**src/rtl/bf16_fma_result_collector.sv**
```systemverilog
// Result FIFO between the bf16 FMA and the writeback port.
// Also accumulates sticky {NV,OF,UF,NX} exception flags.
module bf16_fma_result_collector #(
  parameter int DEPTH = 4,
  parameter int WIDTH = 16
) (
  input  logic                     clk,
  input  logic                     reset,
  input  logic                     in_valid,
  output logic                     in_ready,
  input  logic [WIDTH-1:0]         in_result,
  input  logic                     in_invalid,
  input  logic                     in_overflow,
  input  logic                     in_underflow,
  input  logic                     in_inexact,
  output logic                     out_valid,
  input  logic                     out_ready,
  output logic [WIDTH-1:0]         out_data,
  output logic [3:0]               out_flags,
  output logic [3:0]               fflags,
  input  logic                     fflags_clear,
  output logic [$clog2(DEPTH):0]   count
);

  localparam int AW = $clog2(DEPTH);
  localparam int CW = AW + 1;
  localparam int EW = WIDTH + 4;

  logic [EW-1:0] r_mem [DEPTH];
  logic [AW-1:0] r_wr_ptr;
  logic [AW-1:0] r_rd_ptr;
  logic [CW-1:0] r_count;
  logic [3:0]    r_fflags;

  logic          w_full;
  logic          w_empty;
  logic          w_push;
  logic          w_pop;
  logic [3:0]    w_in_flags;
  logic [EW-1:0] w_head;

  // Full/empty come from the occupancy counter, so pointers may wrap freely.
  assign w_full     = (r_count == CW'(DEPTH));
  assign w_empty    = (r_count == {CW{1'b0}});
  assign w_push     = in_valid && !w_full;
  assign w_pop      = out_ready && !w_empty;
  assign w_in_flags = {in_invalid, in_overflow, in_underflow, in_inexact};
  assign w_head     = r_mem[r_rd_ptr];

  assign in_ready  = !w_full;
  assign out_valid = !w_empty;
  assign out_data  = w_empty ? {WIDTH{1'b0}} : w_head[WIDTH-1:0];
  assign out_flags = w_empty ? 4'b0000 : w_head[EW-1:WIDTH];
  assign fflags    = r_fflags;
  assign count     = r_count;

  // Entry storage; contents are never visible while empty, so no reset.
  always_ff @(posedge clk) begin
    if (w_push) begin
      r_mem[r_wr_ptr] <= {w_in_flags, in_result};
    end
  end

  // Pointers, occupancy and sticky flags.
  always_ff @(posedge clk or posedge reset) begin
    if (reset) begin
      r_wr_ptr <= {AW{1'b0}};
      r_rd_ptr <= {AW{1'b0}};
      r_count  <= {CW{1'b0}};
      r_fflags <= 4'b0000;
    end else begin
      if (w_push) begin
        r_wr_ptr <= r_wr_ptr + AW'(1);
      end
      if (w_pop) begin
        r_rd_ptr <= r_rd_ptr + AW'(1);
      end
      case ({w_push, w_pop})
        2'b10:   r_count <= r_count + CW'(1);
        2'b01:   r_count <= r_count - CW'(1);
        default: r_count <= r_count;
      endcase
      // A flag raised by this cycle's push survives a same-cycle clear.
      r_fflags <= (fflags_clear ? 4'b0000 : r_fflags) | (w_push ? w_in_flags : 4'b0000);
    end
  end

endmodule

```
**config.mk**
```make
export PLATFORM = sky130hd
export DESIGN_NAME = bf16_fma_result_collector
export DESIGN_NICKNAME = d
export VERILOG_FILES = /design/src/rtl/bf16_fma_result_collector.sv
export SDC_FILE = /design/constraint.sdc
export NUM_CORES = 1
export LEC_CHECK = 0
export CAP_MARGIN = 0
export CORE_MARGIN = 1
export CORE_UTILIZATION = 48
export CTS_CLUSTER_DIAMETER = 120
export DETAILED_ROUTE_END_ITERATION = 16
export PLACE_DENSITY_LB_ADDON = 0.3
export SETUP_SLACK_MARGIN = 0.15
export SLEW_MARGIN = 20
export SYNTH_ARGS = -nofsm -noshare
export SYNTH_HDL_FRONTEND = slang
export SYNTH_SLANG_ARGS = --single-unit
export TNS_END_PERCENT = 10
```
**constraint.sdc**
```tcl
create_clock -name clk -period 1.9 [get_ports clk]
set_input_delay 0.285 -clock clk [delete_from_list [all_inputs] [get_ports clk]]
set_output_delay 0.285 -clock clk [all_outputs]
set_load 0.02 [all_outputs]
```
# == After elaboration in Yosys (flattened, before gate mapping) ==
# Memory sizes are Yosys's and may differ from the RTL's.
# Index checks and enable logic that the tools add are counted.
# totals
register_bits,11
ramBits,80
output_inout_bits,29
n_memories,1
# memory_table
memory,words,width,rd,rd_ports_with_merged_regs,write_ports,line_no,source
r_mem,4,20,1,0,1,29,logic [EW-1:0] r_mem [DEPTH];
# op_classes
addsub,4
eq_ne,3
mux,7
n_bitwise,1
reduce_logical,6
# ops
op,n
$mux 16,1
$mux 4,3
$pmux 3 s2,1
$add 2x1->2 const B,2
$or 4x4->4,1
$add 3x1->3 const B,1
$eq 3x3->1 const B,1
$logic_not 3->1,1
$sub 3x1->3 const B,1
$eq 2x1->1 const B,1
$eq 2x2->1 const B,1
$logic_and 1x1->1,2
$logic_not 1->1,2
$mux 1,2
$reduce_bool 2->1,1

# == Logic depth before layout (Yosys ltp) ==
# logic_depth
depth_word,5
mapped_depth,10

# == Worst setup path after synthesis ==
# Ideal clock, no wire load.
# synth_timing
path_kind,reg-to-reg
start,"register r_count[0], in the netlist count[0]"
end,"register r_count[2], in the netlist count[2]"
arrival_ps,1928
required_ps,1820
slack_ps,-108
stages_incl_launch_ff,11
path_buffers,1
synth_period_minus_slack_ps,2008
cell_sequence,dfrtp_1 > nor2_1 > a21boi_0 > buf_2 > inv_1 > ha_1 > inv_1 > fa_1 > xor2_1 > nor2_1 > xor2_1
# synth_via
elab_chain_cells,5
# synth_lines
item,line_no,source
from (decl),32,logic [CW-1:0] r_count;
from (signal assigned),69,r_count <= {CW{1'b0}};
from (signal assigned),79,2'b10: r_count <= r_count + CW'(1);
from (signal assigned),80,2'b01: r_count <= r_count - CW'(1);
$eq 3x3->1 / $logic_not 3->1 (equally long branches),"43, 44",
"$logic_not 1->1, on equally long branches","45, 46",
"$logic_and 1x1->1, on equally long branches","45, 46",
$eq 2x1->1 / $eq 2x2->1 (equally long branches),78,"case ({w_push, w_pop})"
$pmux 3 s2 / $reduce_bool 2->1 (equally long branches),--,
# Several ways; a longest one is shown, not always the timed one.
# A chain may end at the register's enable or synchronous reset.

# == Worst setup path in the final report ==
# layout_timing
start,register r_rd_ptr[0]
end,output out_flags[2]
# layout_via
elab_chain_cells,2
# layout_lines
item,line_no,source
from (decl),31,logic [AW-1:0] r_rd_ptr;
from (signal assigned),68,r_rd_ptr <= {AW{1'b0}};
from (signal assigned),76,r_rd_ptr <= r_rd_ptr + AW'(1);
$mem_v2 4x20,--,
$mux 4,53,assign out_flags = w_empty ? 4'b0000 : w_head[EW-1:WIDTH];
to (decl),19,"output logic [3:0] out_flags,"
# Every way passes these cells.

==> impl_metrics.toml <==
[synth]
synth_nets = 206
synth-seq-area-share = 0.7462
synth_cell_types = 21
ys_warn_count = 0
synthesis.area_mm2 = 0.003588
syn_inst = 175
post_synth.cell_area_avg_um2 = 20.51
synth-seq-cells = 91

[sta]
max_freq_mhz = 493.2
fin_ws_ps = -127.5
rsz0062_at_grt = "yes"
period_needed_ps = 2027
clock_skew_ps = 7.084
tightest_slew_ps = 456.1
slew_violations = 0
timing.final.hold_violations = 0
slew_headroom = 0.6956
setup_violations = 22
period_share = 1.067

[floorplan]
die_area_mm2 = 0.007826
core_mm2 = 0.007253
fp-row-count = 31
io_pins = 54
start_util = 0.4947
die_w_um = 88.47
die_h_um = 88.47

[clock_tree]
clockBufferDepth = 2
clk_latency_ps = 330
cts_buffers = 9
cts_sinks = 91
h-tree-depth = 3
clk_pin_slew_worst_paths_ps = 80
cts_tree = "yes"
cts-root-buf = "clkbuf_8"

[global_route]
grt_first_pass_wirelength_mm = 9.066
grt_usage = 0.1638
use_met3 = 0.04478
busiest_layer = "met2"
grt_util_met2 = 0.2713
met1_usage = 0.2086
grt_pass1_vias = 1820
grt_max_degree = 24
antenna_found_initial = 0
gr-total-overflow = 0

[cells_and_area]
final_common_cell = "edfxtp_1"
seq_area_mm2 = 0.002681
num_antenna_cells = 0
layout_common_cells = "edfxtp_1 (80), clkdlybuf4s50_1 (29), mux4_2 (20)"
drive_above_1_share = 0.3852
syn2layout_area_growth_pct = 29.99
fill_cells = 499
final_util = 0.6431
nNetsFinal = 283
multi_input_area_um2 = 887.1

[status]
outcome = "complete, but fails checks"
violations = "setup timing"

[critical_path]
path_max_fanout = 6
crit_path_start_kind = "flip-flop"
end_kind = "output port"
arrival_ps = 1740
cp.required_ps = 1620
crit_type = "flip-flop to output port"

[power_and_ir_drop]
p_leak_nw = 1.700
power_mw = 7.542
ir_drop_mv = 1.056
powerDensity_mw_per_mm2 = 1617

[routing]
drtPass1Iterations = 4
drt_wl_total_mm = 5.822
drtAntennaViolNets = 0
detail_route.vias_per_cell = 4.904
post_drt_wl_per_cell_um = 16.35
drt_drc_violations_left = 0
drt_iter0_drc = 131
vias = 1746

[place]
gp_congestion = 0.6743
place_hpwl_mm = 3.884
portBuffers = 53

[run]
drv_cap = 0

[worst_hold_path]
hold_path.class = "input port to asynchronous set/reset pin"
through the flow:
step	setup TNS [ps]	area [um2]	worst slack [ps]	hold WS, ps	std cells
2_1_floorplan	0	3620	32.10	137.3	175
3_3_place_gp	-3302	4432	-189.3	496.2	339
3_5_place_dp	-3568	4432	-205.8	497.5	339
4_1_cts	-2781	4643	-146.3	243.8	356
5_1_grt	-3961	4664	-202.8	290.5	356
6_report	-2126	4664	-127.5	254.4	356
area by class of cell:
cell class | count | share of cell area
Clock buffer | 10 | 0.02736
Clock inverter | 6 | 0.01207
Inverter | 8 | 0.006438
Multi-Input combinational cell | 69 | 0.1902
Sequential cell | 91 | 0.5748
Tap cell | 99 | 0.02656
Timing Repair Buffer | 73 | 0.1626
cells by family (layout without fill, tap and decap cells):
group	count (synthesis)	in the layout	share of synthesized area
AO/OA/AOI/OAI	5	5	0.01185
XOR/XNOR	6	6	0.01465
adder cells (fa/ha/maj)	6	6	0.02301
buffers and inverters	15	97	0.02092
flip-flops	91	91	0.7462
multiplexers	22	22	0.1335
AND/OR/NAND/NOR	30	30	0.04986
synth_stat cells, drive strengths merged:
cell	number	area share
mux2i	1	0.0028
xnor2	3	0.0073
mux4	20	0.13
buf	5	0.010
fa	1	0.0056
mux2	1	0.0031
a22o	4	0.0098
inv	8	0.0084
a21boi	1	0.0021
edfxtp	80	0.67
nand3	1	0.0014
or3	1	0.0017
and2	25	0.044
nand2	1	0.0010
nor2	2	0.0021
xor2	3	0.0073
ha	5	0.017
clkbuf	2	0.0021
dfrtp	11	0.077
where the power goes:
| part | switching [mW] | leakage (nW) | internal (mW) |
|---|---|---|---|
| Clock | 0.588 | 0.0951 | 0.598 |
| Sequential | 0.159 | 0.861 | 2.66 |
| Combinational | 1.59 | 0.744 | 1.95 |
path summary, 6_finish.rpt:
check | start | endpoint | slack (ps) | depth (start not counted)
hold / removal | reset | r_wr_ptr[0]$_DFFE_PP0P_ | 250 | 2
hold reg to reg | fflags[2]$_DFF_PP0_ | fflags[2]$_DFF_PP0_ | 510 | 1
setup reg to reg | count[0]$_DFFE_PP0P_ | count[2]$_DFFE_PP0P_ | -90 | 8
max in group asynchronous | reset | r_rd_ptr[0]$_DFFE_PP0P_ | 1310 | 2
setup / recovery | r_rd_ptr[0]$_DFFE_PP0P_ | out_flags[2] | -130 | 4
min in group clk | fflags[2]$_DFF_PP0_ | fflags[2]$_DFF_PP0_ | 510 | 1
worst max-delay path, stage by stage (launching register included):
cell,delay (ps)
dfrtp_2,450
buf_8,160
mux4_2,510
and2_4,180
buf_6,120
layer usage:
metal  part of all wire  vias up
met5                  0        -
met4             0.0036        0
met3              0.039        2
met2               0.53       34
met1               0.43      880
li1                   -      830
registers in the layout (all words and copies together) (netlist names):
| register | cells |
|---|---|
| count | 3 |
| r_wr_ptr | 2 |
| fflags | 4 |
| r_rd_ptr | 2 |
| r_mem | 80 |
repair_timing:
action | CTS | global route
endpoints found under the setup margin | 24 | 25
pin swaps | 6 | 0
endpoints found under the hold margin | 0 | 0
hold buffers | 0 | 0
gates resized for setup | 129 | 10
setup buffers | 1 | 0
Power figures use the tool's default switching activity.
